<file path="src/rtl/key_event_decoder.sv">
// Classifies a debounced key level into press/release edges and short, long and
// double-click events, with a wrapping click counter and two LED toggles.
module key_event_decoder #(
   parameter int unsigned LONG_TIME  = 50000000,
   parameter int unsigned DOUBLE_GAP = 15000000,
   parameter int unsigned CNT_W      = 26
) (
   input  logic       clk,
   input  logic       rst,
   input  logic       key_in,
   output logic       press_pulse,
   output logic       release_pulse,
   output logic       short_press,
   output logic       long_press,
   output logic       double_click,
   output logic [7:0] click_cnt,
   output logic       led_short,
   output logic       led_long
);

   localparam logic [2:0] S_IDLE           = 3'd0;
   localparam logic [2:0] S_PRESSED        = 3'd1;
   localparam logic [2:0] S_LONG_HELD      = 3'd2;
   localparam logic [2:0] S_WAIT_SECOND    = 3'd3;
   localparam logic [2:0] S_SECOND_PRESSED = 3'd4;

   localparam logic [CNT_W-1:0] LONG_LAST = CNT_W'(LONG_TIME - 1);
   localparam logic [CNT_W-1:0] GAP_LAST  = CNT_W'(DOUBLE_GAP - 1);
   localparam logic [CNT_W-1:0] TIMER_MAX = '1;

   // Elaboration guard: both terminal counts must be representable in the timer.
   if ((((LONG_TIME - 1) >> CNT_W) != 0) || (((DOUBLE_GAP - 1) >> CNT_W) != 0)) begin : g_cnt_w_too_narrow
      $error("key_event_decoder: CNT_W too narrow for LONG_TIME-1 / DOUBLE_GAP-1");
   end

   logic [2:0]       state_q, state_d;
   logic [CNT_W-1:0] timer_q, timer_d;
   logic             key_d_q;
   logic             armed_q, armed_d;
   logic             press_q, release_q;
   logic             short_q, short_d;
   logic             long_q, long_d;
   logic             double_q, double_d;
   logic [7:0]       cnt_q, cnt_d;
   logic             led_short_q, led_short_d;
   logic             led_long_q, led_long_d;
   logic             rise, fall;

   // Edges only count once the key has been seen released after reset.
   assign rise    = armed_q & key_in & ~key_d_q;
   assign fall    = armed_q & ~key_in & key_d_q;
   assign armed_d = armed_q | ~key_in;

   // Next-state, event and timer logic.
   always_comb begin
      state_d  = state_q;
      short_d  = 1'b0;
      long_d   = 1'b0;
      double_d = 1'b0;
      case (state_q)
         S_IDLE: begin
            if (rise) state_d = S_PRESSED;
         end
         S_PRESSED: begin
            if (key_in && (timer_q == LONG_LAST)) begin
               long_d  = 1'b1;
               state_d = S_LONG_HELD;
            end else if (fall) begin
               state_d = S_WAIT_SECOND;
            end
         end
         S_LONG_HELD: begin
            if (fall) state_d = S_IDLE;
         end
         S_WAIT_SECOND: begin
            // A rise on the final gap cycle still counts as the second click.
            if (rise) begin
               state_d = S_SECOND_PRESSED;
            end else if (timer_q == GAP_LAST) begin
               short_d = 1'b1;
               state_d = S_IDLE;
            end
         end
         S_SECOND_PRESSED: begin
            if (fall) begin
               double_d = 1'b1;
               state_d  = S_IDLE;
            end else if (key_in && (timer_q == LONG_LAST)) begin
               long_d  = 1'b1;
               state_d = S_LONG_HELD;
            end
         end
         default: state_d = S_IDLE;
      endcase

      if (state_d != state_q) begin
         timer_d = '0;
      end else if (timer_q == TIMER_MAX) begin
         timer_d = timer_q;
      end else begin
         timer_d = timer_q + CNT_W'(1);
      end

      cnt_d       = cnt_q + 8'(short_d | double_d);
      led_short_d = led_short_q ^ short_d;
      led_long_d  = led_long_q ^ long_d;
   end

   always_ff @(posedge clk or posedge rst) begin
      if (rst) begin
         state_q     <= S_IDLE;
         timer_q     <= '0;
         key_d_q     <= 1'b1;
         armed_q     <= 1'b0;
         press_q     <= 1'b0;
         release_q   <= 1'b0;
         short_q     <= 1'b0;
         long_q      <= 1'b0;
         double_q    <= 1'b0;
         cnt_q       <= 8'd0;
         led_short_q <= 1'b0;
         led_long_q  <= 1'b0;
      end else begin
         state_q     <= state_d;
         timer_q     <= timer_d;
         key_d_q     <= key_in;
         armed_q     <= armed_d;
         press_q     <= rise;
         release_q   <= fall;
         short_q     <= short_d;
         long_q      <= long_d;
         double_q    <= double_d;
         cnt_q       <= cnt_d;
         led_short_q <= led_short_d;
         led_long_q  <= led_long_d;
      end
   end

   assign press_pulse   = press_q;
   assign release_pulse = release_q;
   assign short_press   = short_q;
   assign long_press    = long_q;
   assign double_click  = double_q;
   assign click_cnt     = cnt_q;
   assign led_short     = led_short_q;
   assign led_long      = led_long_q;

endmodule
</file>
<file path="config.mk">
export PLATFORM = sky130hd
export DESIGN_NAME = key_event_decoder
export DESIGN_NICKNAME = d
export VERILOG_FILES = /design/src/rtl/key_event_decoder.sv
export SDC_FILE = /design/constraint.sdc
export NUM_CORES = 1
export LEC_CHECK = 0
export CORE_MARGIN = 2
export CORE_UTILIZATION = 48
export CTS_CLUSTER_SIZE = 24
export DETAILED_ROUTE_END_ITERATION = 8
export DONT_BUFFER_PORTS = 1
export HOLD_SLACK_MARGIN = 0.08
export REMOVE_ABC_BUFFERS = 1
export SLEW_MARGIN = 20
export SYNTH_ARGS = -nofsm -noshare
export SYNTH_HDL_FRONTEND = slang
export SYNTH_SLANG_ARGS = --single-unit
</file>
<file path="constraint.sdc">
create_clock -name clk -period 2.6 [get_ports clk]
set_input_delay 0.78 -clock clk [delete_from_list [all_inputs] [get_ports clk]]
set_output_delay 0.78 -clock clk [all_outputs]
set_load 0.02 [all_outputs]
</file>
==> metrics.txt <==
Crit Path Category=flip-flop to flip-flop; power density cells=about 700 nW/um^2; critical-path cell list=ha_1 -> and3_1 -> nand4_2 -> or3_1 -> nand2b_1 -> ha_1 -> and3_1 -> nand3_1 -> xnor2_1; setup TNS=0 ns; Root Driver=clkbuf_8; Leak=roughly 1.1 nW; Multi-input gate area=1110 sq um; Top Ports=18; Max VDD drop=about 0.26 mV; post-route clock period utilization=0.913; Post-Synthesis Cells=~220; Fin. Hold Viols=0; post-synth top area share=0.481; Max FO, Critical Path=6; Clock transition at path regs=0.09 ns; synthesized flop and latch total=46; CP Data Arrival Time=2.56 ns; Final Slew Violations=0; # DRC=0; main area contributors after synthesis=dfrtp_1 (48%), xor2_1 (8.2%), nor2_1 (5.1%); synth cell count leaders=dfrtp_1 (45), nor2_1 (32), xor2_1 (22), nand2_1 (15), nand3_1 (13); Via density=between 5 and 6; FFs w/ async S/R, synth=1.00; Slew HR=0.519; CP Capture Type=flip-flop; setup repair bufs after CTS=0; # rows=25; CTS max path bufs=2; Tightest Pin Transition=0.718 ns; Avg Cell Area, Syn=approximately 10 sq um; RSZ-0062 raised after global routing=no; Fmax=421 MHz; CTS Sinks=46; post-DR wirelength/cell=roughly 15 um; slowest CP cell=or3_1; core area=around 4700 sq um; Chip Width=between 70 and 80 um; total global-route track usage=0.178; layout cells sized above 1=0.106; final HPWL from detailed placement=just over 3000 um; final-stage net count=between 200 and 250; Vert. Die Dim=between 70 and 80 um; Cell Area, Synth=about 2300 sq um; number of global-route vias before repair=around 1600; DR iter-0 viols=between 80 and 90; cell accounting for the most synthesized area=dfrtp_1; CTS tree=done; number of flops mapped to enable cells by yosys=0; GRT Residual Overflow=0; worst skew pair latency=approximately 0.30 ns; flip-flop cell with the highest count after synthesis=dfrtp_1; detailed-route wire length=about 4300 um; H-tree Lvls=2; post-cts resize count=0; CP max stage delay=between 0.4 and 0.5 ns; Pre-antenna DRT Iters=4; WP data required=about 2.8 ns; global-route wire length before repair=7540 um; Util after Layout=0.531; CTS Buf Count=5; initial antenna violation count=0; count leader, synth=dfrtp_1; Tmin final=approximately 2.4 ns; gpl congestion=just under 0.9; Setup-failing EPs final=0; Crit path max-delay family=simple AND/OR/NAND/NOR gates; hold_buf cts=0; Post-DRT Antenna Nets=0; area grow syn2layout=7.22%; Worst Clk Skew=roughly 0.0037 ns; diodes inserted=0; Seq/Total Area, Yosys=0.493; I/O Buffers=0; largest net degree at the start of global routing=35; detailed-route via count=1698; status=completed; synth warn=0; filler instances=about 410; initial cell density of the core=0.495; Die ar.=roughly 5400 sq um; startpoint types=flip-flop; Yosys cell types=46; max-cap viol count=0; register area=~1200 sq um; worst min path class=input pin to asynchronous set/reset pin; worst path bufs/invs=0
metrics by stage:
step	setup slack (ns)	instances	hold WS [ns]	area (sq um)	total power, mW
2_1_floorplan	0.405	216	0.450	2290	1.12
3_3_place_gp	0.294	286	0.472	2390	1.20
3_5_place_dp	0.234	286	0.471	2390	1.22
4_1_cts	0.205	294	0.308	2510	1.76
5_1_grt	0.0358	294	0.306	2510	1.84
6_report	0.227	294	0.303	2510	1.73
cells by family (layout without fill, tap and decap cells):
family,count (synthesis),in the layout,share of synthesized area
adder cells (fa/ha/maj),3,3,0.0160
AO/OA/AOI/OAI,18,18,0.0610
multiplexers,1,1,0.00428
flip-flops,46,46,0.493
buffers and inverters,13,17,0.0316
XOR/XNOR,30,30,0.112
AND/OR/NAND/NOR,112,112,0.282
final cells by class:
type | count | area share
sequential | 46 | 0.459
timing repair buffer | 3 | 0.00898
clock inverter | 3 | 0.0180
tap | 67 | 0.0334
clock buffer | 5 | 0.0274
inverter | 6 | 0.00898
multi-input combinational | 164 | 0.444
power by group:
part	internal (mW)	switching [mW]
clock network	0.286	0.246
registers	0.772	0.0924
logic	0.108	0.230
state kept, by name, indices dropped and copies added, names as in the netlist:
| name | count |
|---|---|
| press_pulse | 1 |
| long_press | 1 |
| armed_q | 1 |
| key_d_q | 1 |
| double_click | 1 |
| timer_q | 26 |
| release_pulse | 1 |
| led_long | 1 |
| led_short | 1 |
| short_press | 1 |
| state_q | 3 |
| click_cnt | 8 |
worst paths after layout:
kind                            start           end  slack [ns]  depth (start not counted)
max                        timer_q[0]  click_cnt[5]        0.23                          9
min                               rst   short_press        0.30                          1
max reg2reg                timer_q[0]  click_cnt[5]        0.23                          9
min reg2reg                   armed_q       armed_q        0.49                          1
max in group asynchronous         rst   timer_q[15]        1.57                          2
min in group clk               key_in       key_d_q        0.47                          0
layer usage:
layer,GRT usage,part of all wire
met5,0,0
met2,0.309,0.51
met3,0.0466,0.042
met1,0.216,0.44
met4,0.0545,0.0080
worst reg2reg max path, stage by stage, from the launching register on:
cell,delay (ns)
dfrtp_1,0.42
ha_1,0.19
and3_1,0.27
nand4_2,0.19
or3_1,0.46
nand2b_1,0.10
ha_1,0.16
and3_1,0.22
nand3_1,0.11
xnor2_1,0.15
cells in the final DEF, fill, tap and decap left out, drive strengths merged, types with 2 or more instances in the layout:
master | Yosys | routed
xor2 | 22 | 22
dfrtp | 45 | 45
and2 | 4 | 4
nand4 | 12 | 12
ha | 3 | 3
nand2b | 3 | 3
buf | 5 | 3
a21oi | 3 | 3
inv | 6 | 5
o21ai | 6 | 6
nor2 | 32 | 32
xnor2 | 8 | 8
clkbuf | 2 | 5
and3 | 8 | 8
nand3 | 13 | 13
nor3 | 5 | 5
nor3b | 2 | 2
nand2 | 15 | 15
and4 | 4 | 4
a31oi | 2 | 2
nor4 | 5 | 5
clkinvlp | 0 | 2
(Power assumes the default switching activity.)
